`config.mk`:
```
export PLATFORM = sky130hd
export DESIGN_NAME = mem_port_arbiter_flat
export DESIGN_NICKNAME = d
export VERILOG_FILES = /design/src/rtl/mem_port_arbiter_pkg.sv /design/src/rtl/mem_port_arbiter_if.sv /design/src/rtl/mem_port_arbiter_rr_arb2.sv /design/src/rtl/mem_port_arbiter.sv /design/src/flat_wrapper.sv
export SDC_FILE = /design/constraint.sdc
export NUM_CORES = 1
export LEC_CHECK = 0
export ABC_AREA = 1
export CAP_MARGIN = 20
export CORE_MARGIN = 2
export CORE_UTILIZATION = 34
export DETAILED_ROUTE_END_ITERATION = 8
export PLACE_DENSITY = 0.75
export SYNTH_ARGS = -nofsm -noshare
export SYNTH_HDL_FRONTEND = slang
export SYNTH_SLANG_ARGS = --single-unit
```
`constraint.sdc`:
```
create_clock -name clk -period 3.92 [get_ports clk]
set_input_delay 0.784 -clock clk [delete_from_list [all_inputs] [get_ports clk]]
set_output_delay 0.784 -clock clk [all_outputs]
set_load 0.01 [all_outputs]
```
`src/rtl/mem_port_arbiter_pkg.sv`:
```
// -----------------------------------------------------------------------------
// mem_arb_pkg
// Shared definitions for the memory port arbiter:
//   - FSM state encoding (IDLE/ISSUE/WAIT/RESP) and the matching enum type
//   - operation codes (OP_LD / OP_ST)
//   - lane identifiers (LANE0 / LANE1)
//   - lane_onehot(): lane id -> one-hot lane vector {lane1, lane0}
// -----------------------------------------------------------------------------
package mem_arb_pkg;

  localparam logic [1:0] IDLE  = 2'd0;
  localparam logic [1:0] ISSUE = 2'd1;
  localparam logic [1:0] WAIT  = 2'd2;
  localparam logic [1:0] RESP  = 2'd3;

  localparam logic OP_LD = 1'b0;
  localparam logic OP_ST = 1'b1;

  localparam logic LANE0 = 1'b0;
  localparam logic LANE1 = 1'b1;

  typedef enum logic [1:0] {
    S_IDLE  = IDLE,
    S_ISSUE = ISSUE,
    S_WAIT  = WAIT,
    S_RESP  = RESP
  } arb_state_e;

  function automatic logic [1:0] lane_onehot(input logic lane);
    return (lane == LANE1) ? 2'b10 : 2'b01;
  endfunction

endpackage

```
`src/rtl/mem_port_arbiter_if.sv`:
```
// -----------------------------------------------------------------------------
// mem_port_arbiter_if
// Bundles everything between the arbiter, the two issue lanes and the
// memory_unit.
//
// Handshake: a lane presents reqN_valid with isst/addr/wdata; the request is
// transferred in the cycle where reqN_valid && reqN_ready are both high.
// While valid && !ready the request fields must stay stable; valid may be
// dropped before ready, which simply withdraws the request. rspN_valid is a
// one-cycle pulse with no back-pressure; rsp_data carries load data (0 for a
// store acknowledge) and holds its value between pulses.
//
// Modports:
//   slave  - arbiter side (inputs: requests, mem_ldresult)
//   master - lane/memory side (the opposite directions)
// -----------------------------------------------------------------------------
interface mem_port_arbiter_if #(
  parameter int DATA_W = 16,
  parameter int ADDR_W = 16
);

  logic              req0_valid;
  logic              req0_ready;
  logic              req0_isst;
  logic [ADDR_W-1:0] req0_addr;
  logic [DATA_W-1:0] req0_wdata;

  logic              req1_valid;
  logic              req1_ready;
  logic              req1_isst;
  logic [ADDR_W-1:0] req1_addr;
  logic [DATA_W-1:0] req1_wdata;

  logic              rsp0_valid;
  logic              rsp1_valid;
  logic [DATA_W-1:0] rsp_data;

  logic              mem_isld;
  logic              mem_isst;
  logic [ADDR_W-1:0] mem_addr;
  logic [DATA_W-1:0] mem_wdata;
  logic [DATA_W-1:0] mem_ldresult;

  modport slave (
    input  req0_valid, req0_isst, req0_addr, req0_wdata,
    input  req1_valid, req1_isst, req1_addr, req1_wdata,
    input  mem_ldresult,
    output req0_ready, req1_ready,
    output rsp0_valid, rsp1_valid, rsp_data,
    output mem_isld, mem_isst, mem_addr, mem_wdata
  );

  modport master (
    output req0_valid, req0_isst, req0_addr, req0_wdata,
    output req1_valid, req1_isst, req1_addr, req1_wdata,
    output mem_ldresult,
    input  req0_ready, req1_ready,
    input  rsp0_valid, rsp1_valid, rsp_data,
    input  mem_isld, mem_isst, mem_addr, mem_wdata
  );

endinterface

```
`src/rtl/mem_port_arbiter_rr_arb2.sv`:
```
// -----------------------------------------------------------------------------
// rr_arb2
// Combinational two-way round-robin picker.
// Ports:
//   i_valid[1:0]  - request vector {lane1, lane0}
//   i_last_grant  - lane that won the most recent grant
//   o_grant[1:0]  - one-hot grant (all zero when nothing is valid)
// A lone requester always wins; on a conflict the lane that did not win
// last time is chosen.
// -----------------------------------------------------------------------------
module rr_arb2
  import mem_arb_pkg::*;
(
  input  logic [1:0] i_valid,
  input  logic       i_last_grant,
  output logic [1:0] o_grant
);

  always_comb begin
    o_grant = 2'b00;
    case (i_valid)
      2'b01:   o_grant = 2'b01;
      2'b10:   o_grant = 2'b10;
      2'b11:   o_grant = (i_last_grant == LANE0) ? 2'b10 : 2'b01;
      default: o_grant = 2'b00;
    endcase
  end

endmodule

```
`src/rtl/mem_port_arbiter.sv`:
```
// -----------------------------------------------------------------------------
// mem_port_arbiter
// Shares the single-ported memory_unit between the two issue lanes. One
// request at a time is granted round-robin, issued to the memory for one
// cycle, and answered with a one-cycle response pulse to the granted lane.
//
// Ports:
//   clk, rst_n     - clock (rising edge), asynchronous active-low reset
//   bus (slave)    - lane requests/responses and memory_unit signals
//   busy           - high whenever the FSM is not in IDLE
//   o_dbg_state    - current FSM state
//   stall0_cnt,    - (MEM_ARB_PERF_EN only) saturating count of cycles with
//   stall1_cnt       reqN_valid && !reqN_ready
//
// Optional feature macro: MEM_ARB_PERF_EN (stall counters and their ports).
//
// Transaction shape:
//   store: IDLE(grant) -> ISSUE -> RESP                    (3 cycles)
//   load : IDLE(grant) -> ISSUE -> WAIT x LD_LAT -> RESP   (3+LD_LAT cycles)
// LD_LAT legal range is 1..3.
// -----------------------------------------------------------------------------
module mem_port_arbiter
  import mem_arb_pkg::*;
#(
  parameter int DATA_W = 16,
  parameter int ADDR_W = 16,
  parameter int LD_LAT = 1
) (
  input  logic              clk,
  input  logic              rst_n,
  mem_port_arbiter_if.slave bus,
  output logic              busy,
  output arb_state_e        o_dbg_state
`ifdef MEM_ARB_PERF_EN
  ,
  output logic [15:0]       stall0_cnt,
  output logic [15:0]       stall1_cnt
`endif
);

  // WAIT is entered with LD_LAT-1 so the capture edge lands LD_LAT cycles
  // after the ISSUE cycle.
  localparam logic [1:0] LAT_INIT = 2'(LD_LAT - 1);

  arb_state_e        r_state;
  arb_state_e        w_next_state;
  logic              r_last_grant;
  logic              r_lane;
  logic              r_isst;
  logic [ADDR_W-1:0] r_addr;
  logic [DATA_W-1:0] r_wdata;
  logic [DATA_W-1:0] r_rsp_data;
  logic [1:0]        r_lat_cnt;

  logic [1:0]        w_valid;
  logic [1:0]        w_grant;
  logic [1:0]        w_ready;
  logic              w_take;

  assign w_valid = {bus.req1_valid, bus.req0_valid};

  rr_arb2 u_rr_arb2 (
    .i_valid      (w_valid),
    .i_last_grant (r_last_grant),
    .o_grant      (w_grant)
  );

  // rst_n gates the grant so ready stays low while reset is held even if a
  // lane keeps its request up.
  assign w_take  = rst_n && (r_state == S_IDLE) && (w_valid != 2'b00);
  assign w_ready = w_take ? w_grant : 2'b00;

  assign bus.req0_ready = w_ready[0];
  assign bus.req1_ready = w_ready[1];
  assign bus.rsp_data   = r_rsp_data;
  assign busy           = (r_state != S_IDLE);
  assign o_dbg_state    = r_state;

  // Next state and memory/response strobes.
  always_comb begin
    w_next_state   = r_state;
    bus.mem_isld   = 1'b0;
    bus.mem_isst   = 1'b0;
    bus.mem_addr   = '0;
    bus.mem_wdata  = '0;
    bus.rsp0_valid = 1'b0;
    bus.rsp1_valid = 1'b0;
    case (r_state)
      S_IDLE: begin
        if (w_take) w_next_state = S_ISSUE;
      end
      S_ISSUE: begin
        bus.mem_addr  = r_addr;
        bus.mem_wdata = r_wdata;
        if (r_isst == OP_ST) begin
          bus.mem_isst = 1'b1;
          w_next_state = S_RESP;
        end else begin
          bus.mem_isld = 1'b1;
          w_next_state = S_WAIT;
        end
      end
      S_WAIT: begin
        if (r_lat_cnt == 2'd0) w_next_state = S_RESP;
      end
      S_RESP: begin
        {bus.rsp1_valid, bus.rsp0_valid} = lane_onehot(r_lane);
        w_next_state = S_IDLE;
      end
      default: w_next_state = S_IDLE;
    endcase
  end

  always_ff @(posedge clk or negedge rst_n) begin
    if (!rst_n) begin
      r_state <= S_IDLE;
    end else begin
      r_state <= w_next_state;
    end
  end

  // Capture registers, round-robin history, latency counter, response data.
  always_ff @(posedge clk or negedge rst_n) begin
    if (!rst_n) begin
      r_last_grant <= LANE1;
      r_lane       <= LANE0;
      r_isst       <= OP_LD;
      r_addr       <= '0;
      r_wdata      <= '0;
      r_lat_cnt    <= 2'd0;
      r_rsp_data   <= '0;
    end else begin
      if (w_take) begin
        r_lane       <= w_grant[1];
        r_last_grant <= w_grant[1];
        if (w_grant[1]) begin
          r_isst  <= bus.req1_isst;
          r_addr  <= bus.req1_addr;
          r_wdata <= bus.req1_wdata;
        end else begin
          r_isst  <= bus.req0_isst;
          r_addr  <= bus.req0_addr;
          r_wdata <= bus.req0_wdata;
        end
      end

      // rsp_data only changes on the edge into RESP, so it holds between
      // response pulses: zero for a store ack, captured data for a load.
      if (r_state == S_ISSUE) begin
        if (r_isst == OP_ST) r_rsp_data <= '0;
        else                 r_lat_cnt  <= LAT_INIT;
      end

      if (r_state == S_WAIT) begin
        if (r_lat_cnt == 2'd0) r_rsp_data <= bus.mem_ldresult;
        else                   r_lat_cnt  <= r_lat_cnt - 2'd1;
      end
    end
  end

`ifdef MEM_ARB_PERF_EN
  logic [15:0] r_stall0_cnt;
  logic [15:0] r_stall1_cnt;

  always_ff @(posedge clk or negedge rst_n) begin
    if (!rst_n) begin
      r_stall0_cnt <= 16'd0;
      r_stall1_cnt <= 16'd0;
    end else begin
      if (bus.req0_valid && !w_ready[0] && (r_stall0_cnt != 16'hFFFF))
        r_stall0_cnt <= r_stall0_cnt + 16'd1;
      if (bus.req1_valid && !w_ready[1] && (r_stall1_cnt != 16'hFFFF))
        r_stall1_cnt <= r_stall1_cnt + 16'd1;
    end
  end

  assign stall0_cnt = r_stall0_cnt;
  assign stall1_cnt = r_stall1_cnt;
`endif

endmodule

```
`src/flat_wrapper.sv`:
```
// flat-port wrapper written by rule: the top's interface ports become plain ports
module mem_port_arbiter_flat import mem_arb_pkg::*;
#(
  parameter int DATA_W = 16,
  parameter int ADDR_W = 16,
  parameter int LD_LAT = 1
)
  (clk, rst_n, busy, o_dbg_state, bus_req0_valid, bus_req0_isst, bus_req0_addr, bus_req0_wdata, bus_req1_valid, bus_req1_isst, bus_req1_addr, bus_req1_wdata, bus_mem_ldresult, bus_req0_ready, bus_req1_ready, bus_rsp0_valid, bus_rsp1_valid, bus_rsp_data, bus_mem_isld, bus_mem_isst, bus_mem_addr, bus_mem_wdata);
  mem_port_arbiter_if #(.DATA_W(DATA_W), .ADDR_W(ADDR_W)) bus_i ();
  input  logic clk;
  input  logic rst_n;
  output logic busy;
  output arb_state_e o_dbg_state;
  input wire logic [$bits(bus_i.req0_valid)-1:0] bus_req0_valid;
  input wire logic [$bits(bus_i.req0_isst)-1:0] bus_req0_isst;
  input wire logic [$bits(bus_i.req0_addr)-1:0] bus_req0_addr;
  input wire logic [$bits(bus_i.req0_wdata)-1:0] bus_req0_wdata;
  input wire logic [$bits(bus_i.req1_valid)-1:0] bus_req1_valid;
  input wire logic [$bits(bus_i.req1_isst)-1:0] bus_req1_isst;
  input wire logic [$bits(bus_i.req1_addr)-1:0] bus_req1_addr;
  input wire logic [$bits(bus_i.req1_wdata)-1:0] bus_req1_wdata;
  input wire logic [$bits(bus_i.mem_ldresult)-1:0] bus_mem_ldresult;
  output wire logic [$bits(bus_i.req0_ready)-1:0] bus_req0_ready;
  output wire logic [$bits(bus_i.req1_ready)-1:0] bus_req1_ready;
  output wire logic [$bits(bus_i.rsp0_valid)-1:0] bus_rsp0_valid;
  output wire logic [$bits(bus_i.rsp1_valid)-1:0] bus_rsp1_valid;
  output wire logic [$bits(bus_i.rsp_data)-1:0] bus_rsp_data;
  output wire logic [$bits(bus_i.mem_isld)-1:0] bus_mem_isld;
  output wire logic [$bits(bus_i.mem_isst)-1:0] bus_mem_isst;
  output wire logic [$bits(bus_i.mem_addr)-1:0] bus_mem_addr;
  output wire logic [$bits(bus_i.mem_wdata)-1:0] bus_mem_wdata;
  assign bus_i.req0_valid = bus_req0_valid;
  assign bus_i.req0_isst = bus_req0_isst;
  assign bus_i.req0_addr = bus_req0_addr;
  assign bus_i.req0_wdata = bus_req0_wdata;
  assign bus_i.req1_valid = bus_req1_valid;
  assign bus_i.req1_isst = bus_req1_isst;
  assign bus_i.req1_addr = bus_req1_addr;
  assign bus_i.req1_wdata = bus_req1_wdata;
  assign bus_i.mem_ldresult = bus_mem_ldresult;
  assign bus_req0_ready = bus_i.req0_ready;
  assign bus_req1_ready = bus_i.req1_ready;
  assign bus_rsp0_valid = bus_i.rsp0_valid;
  assign bus_rsp1_valid = bus_i.rsp1_valid;
  assign bus_rsp_data = bus_i.rsp_data;
  assign bus_mem_isld = bus_i.mem_isld;
  assign bus_mem_isst = bus_i.mem_isst;
  assign bus_mem_addr = bus_i.mem_addr;
  assign bus_mem_wdata = bus_i.mem_wdata;
  mem_port_arbiter #(.DATA_W(DATA_W), .ADDR_W(ADDR_W), .LD_LAT(LD_LAT)) u_core (.clk(clk), .rst_n(rst_n), .bus(bus_i), .busy(busy), .o_dbg_state(o_dbg_state));
endmodule
```
=== Word level (Yosys, flattened, before mapping) ===
Index checks and enable logic that the tools add are counted.

* Register bits: 55
* Output and inout port bits: 57
* Logic and storage cells: 51

* Add/sub/neg operators: 1
* Equality and inequality tests: 8
* Multiplexer cells: 27
* Reductions and logical operators: 7

{| class="wikitable"
|+ Operators with widths
! operator !! count
|-
| 16-bit 2-to-1 mux || 8
|-
| 2-bit 2-to-1 mux || 9
|-
| 2-bit equality test, second input constant || 4
|-
| 1-bit 2-to-1 mux || 8
|-
| 2-bit one-hot mux with 4 select lines || 1
|-
| 2-bit one-hot mux with 3 select lines || 1
|-
| 2-bit by 1-bit equality test with 1-bit output, second input constant || 2
|-
| 2-bit logical NOT || 2
|-
| 2-bit by 1-bit inequality test with 1-bit output, second input constant || 2
|-
| 2-bit nonzero test || 2
|-
| 1-bit logical AND || 2
|-
| 2-bit AND reduction || 1
|-
| 2-bit by 1-bit subtractor with 2-bit output, second input constant || 1
|}

=== Longest topological paths before layout ===
* Depth after elaboration: 5
* Depth in mapped cells: 9

=== Modules after synthesis ===
A second synthesis with hierarchy kept.

* Cell total of the unflattened synthesis: 443
* Area total of the unflattened synthesis: 3094.2 sq um

{| class="wikitable"
|+ By module, submodules not included
! module !! instances !! cells each !! area an instance (sq um) !! sequential area each (sq um)
|-
| mem_port_arbiter || 1 || 438 || 3072.9 || 1377.6
|-
| rr_arb2 || 1 || 5 || 21.3 || 0.0
|}

=== Worst setup path after synthesis ===
No wires, ideal clock.

* Kind: register to output
* From: reg u_core.r_state[1] (netlist: u_core.o_dbg_state[1])
* To: out bus_mem_isst
* Arrival: 1.310 ns
* Slack: 1.826 ns
* Cell stages (with the launch flop): 7
* Buffers on the path: 2
* Cells stage by stage: dfrtp_1 > inv_1 > ha_1 > buf_2 > nand2_1 > buf_2 > inv_1

* Longest elaborated chain between the ends: 2

{| class="wikitable"
|+ RTL lines
! element !! line !! RTL
|-
| from (decl) || mem_port_arbiter.sv:45 || <nowiki>arb_state_e r_state;</nowiki>
|-
| from (signal assigned) || mem_port_arbiter.sv:118 || <nowiki>r_state <= w_next_state;</nowiki>
|-
| 2-bit by 1-bit equality test with 1-bit output || mem_port_arbiter.sv:88 || <nowiki>case (r_state)</nowiki>
|-
| 1-bit 2-to-1 mux || mem_port_arbiter.sv:88 ||
|-
| to (decl) || flat_wrapper.sv:29 || <nowiki>output wire logic [$bits(bus_i.mem_isst)-1:0] bus_mem_isst;</nowiki>
|}

No other way between the ends.

=== Final worst setup path ===
* From: reg u_core.r_state[1] (netlist: u_core.o_dbg_state[1])
* To: out bus_mem_wdata[1]

* Longest elaborated chain between the ends: 2

{| class="wikitable"
|+ RTL lines
! element !! line !! RTL
|-
| 2-bit by 1-bit equality test with 1-bit output || mem_port_arbiter.sv:88 ||
|-
| 16-bit 2-to-1 mux || mem_port_arbiter.sv:88 ||
|-
| to (decl) || flat_wrapper.sv:31 || <nowiki>output wire logic [$bits(bus_i.mem_wdata)-1:0] bus_mem_wdata;</nowiki>
|}

No other way between the ends.

==> flow_metrics.env <==
export IMPL_end_kind="primary output"
export IMPL_fillers=912
export IMPL_cts_tree="done"
export IMPL_mappedNetlistNets=566
export IMPL_min_period_ps=3305
export IMPL_port_buffer_count=142
export IMPL_clockRootBuffer="clkbuf_8"
export IMPL_powerDensity_mw_per_mm2=569.9
export IMPL_globalRouteOverflowTotal=0
export IMPL_dr_pass1_iters=4
export IMPL_post_route_period_util_pct=84.31
export IMPL_drive_above_1_share_pct=3.612
export IMPL_drv_slew=0
export IMPL_wl_microns=8673
export IMPL_netlist_area_leader_share_pct=42.25
export IMPL_ios=143
export IMPL_die_y_microns=101.0
export IMPL_finClkSkew_ps=5.055
export IMPL_ys_types=20
export IMPL_via_per_inst=4.478
export IMPL_cts_buffers=5
export IMPL_hold_viol_final=0
export IMPL_die_x_microns=101.0
export IMPL_cts_max_level=2
export IMPL_vias=3224
export IMPL_hold_path_class="reg2reg"
export IMPL_p_leak_nw=2.773
export IMPL_synth_area_leaders="dfrtp_1 (42%), nand2_1 (23%), inv_1 (13%)"
export IMPL_synth_seq_cells=55
export IMPL_diodes=0
export IMPL_worstPathArrival_ps=2520
export IMPL_cts_resized=0
export IMPL_worst_skew_pair_late_latency_ps=300
export IMPL_path_clk_slew_ps=90
export IMPL_max_cap_violations=0
export IMPL_cts_setup_buffers=0
export IMPL_cts_hold_buf=0
export IMPL_cts_buffer_depth=2
export IMPL_post_route_drc_count=0
export IMPL_slew_limit_headroom_pct=53.59
export IMPL_grt_pass1_vias=3096
export IMPL_syn2layout_area_growth_pct=48.12
export IMPL_die_area_sq_mm=0.01020
export IMPL_nNetsFinal=699
export IMPL_synthCells=475
export IMPL_setup_violations=0
export IMPL_worst_setup_path_type="reg2out"
export IMPL_drt_wirelength_per_cell_microns=12.05
export IMPL_status="finished clean"
export IMPL_grt_pass1_wl_microns=14040
export IMPL_cp_max_fo=19
export IMPL_setup_slack_ps=615.2
export IMPL_worst_pin_slew_ps=696.2
export IMPL_drt_iter0_drc=104
export IMPL_pre_cts_ws_ps=940.8
export IMPL_floorplan_initialDensity_pct=34.78
export IMPL_setup_tns_ps=0
export IMPL_yosysSeqAreaShare_pct=43.08
export IMPL_core_area_sq_mm=0.009196
export IMPL_grt_util_all_layers_pct=17.10
export IMPL_ys_warn_count=0
export IMPL_ir_worst_vdd_v=0.0002092
export IMPL_synth_cell_area_sq_mm=0.003198
export IMPL_rsz0062_at_grt="no"
export IMPL_cp_start_kind="flop"
export IMPL_yosys_area_top_type="dfrtp_1"
export IMPL_dp_hpwl_microns=6391
export IMPL_max_freq_mhz=302.6
export IMPL_rows=35
export IMPL_grt_antenna_before_repair=0
export IMPL_grt_max_degree=56
export IMPL_place_congestion=0.8050
export IMPL_clock_sinks=55
export IMPL_crit_required_ps=3140
export IMPL_avgSynthCellArea_sq_um=6.733
export IMPL_ant_nets=0
-- synth_stat cells (all sizes together) --
| cell type | n |
|---|---|
| o21ai | 3 |
| nand3 | 72 |
| clkbuf | 4 |
| dfstp | 1 |
| ha | 5 |
| or2 | 1 |
| nand2 | 200 |
| nor2 | 4 |
| inv | 113 |
| clkinv | 2 |
| dfrtp | 54 |
| buf | 16 |
-- state kept, by name (all words and copies together), names as in the netlist --
signal,count
u_core.bus.rsp_data,16
u_core.o_dbg_state,2
u_core.r_addr,16
u_core.r_isst,1
u_core.r_lane,1
u_core.r_last_grant,1
u_core.r_lat_cnt,2
u_core.r_wdata,16
-- path summary, 6_finish.rpt --
kind,startpoint,end,slack [ps],cells past startpoint
setup / recovery,u_core.o_dbg_state[1]$_DFFE_PN0P_,bus_mem_wdata[1],620,6
hold / removal,u_core.r_wdata[8]$_DFFE_PN0P_,u_core.r_wdata[8]$_DFFE_PN0P_,480,2
setup reg to reg,u_core.o_dbg_state[0]$_DFFE_PN0P_,u_core.r_addr[4]$_DFFE_PN0P_,1850,8
hold reg to reg,u_core.r_wdata[8]$_DFFE_PN0P_,u_core.r_wdata[8]$_DFFE_PN0P_,480,2
max in group asynchronous,rst_n,u_core.r_wdata[10]$_DFFE_PN0P_,2800,2
min in group asynchronous,rst_n,u_core.o_dbg_state[0]$_DFFE_PN0P_,650,2
-- cell families after synthesis --
logic type	share of synthesized area [%]
compound gates	0.4693
fa+ha+maj	1.956
buf+inv	18.23
flops	43.08
simple gates	36.27
-- worst max-delay path: stages (launching register included) --
cell and delay (ps):
dfrtp_1 450, inv_1 130, ha_1 580, buf_4 370, nand2_1 90, inv_1 70
clkdlybuf4s50_1 530
-- layer usage --
metal  up-vias  GRT usage [%]  routed length [microns]
met2       139          30.82                     4179
met3         6          5.548                      785
met5         -              0                        0
li1       1636              -                        -
met4         0          3.534                       38
met1      1443          19.85                     3670
-- metrics by stage --
step | utilization, % | power, mW | area, sq um | hold slack, ps | std cells
detailed placement | 50.42 | 2.388 | 4637 | 465.9 | 712
global placement | 50.42 | 2.337 | 4637 | 463.9 | 712
global route | 51.51 | 2.935 | 4737 | 511.3 | 720
CTS | 51.51 | 2.734 | 4737 | 489.7 | 720
floorplan | - | 1.734 | 3198 | 449.4 | 475
finish | 51.51 | 2.699 | 4737 | 483.3 | 720
-- cells in the final DEF, fill, tap and decap left out --
master	synthesis	routed
nand2_1	196	196
clkbuf_8	0	7
dfstp_2	1	1
clkdlybuf4s50_1	0	141
nor2_4	1	1
ha_1	5	5
inv_2	1	1
dfrtp_1	54	54
nor2_1	3	3
buf_2	6	1
clkinv_1	1	1
clkbuf_1	4	1
clkinv_4	1	1
nand3_1	71	71
or2_2	1	1
nand2_4	1	1
inv_1	112	112
o21ai_0	3	3
nand3_2	1	1
buf_4	3	4
nand2_2	3	3
-- report_power, final --
| part | total, mW | leakage [nW] | internal [mW] | switching (mW) |
|---|---|---|---|---|
| sequential | 0.981 | 0.690 | 0.825 | 0.156 |
| clock | 0.335 | 0.0515 | 0.162 | 0.174 |
| combinational | 1.38 | 2.03 | 0.664 | 0.719 |
| total | 2.70 | 2.77 | 1.65 | 1.05 |
-- area by class of cell --
type | instances | area, sq um | share of cell area (%)
Multi-Input combinational cell | 285 | 1237 | 26.12
Sequential cell | 55 | 1378 | 29.08
Timing Repair Buffer | 146 | 1446 | 30.53
Inverter | 115 | 436.7 | 9.218
Tap cell | 111 | 138.9 | 2.932
Clock buffer | 8 | 100.1 | 2.113
Note: power is estimated with default switching activity, not from simulation.
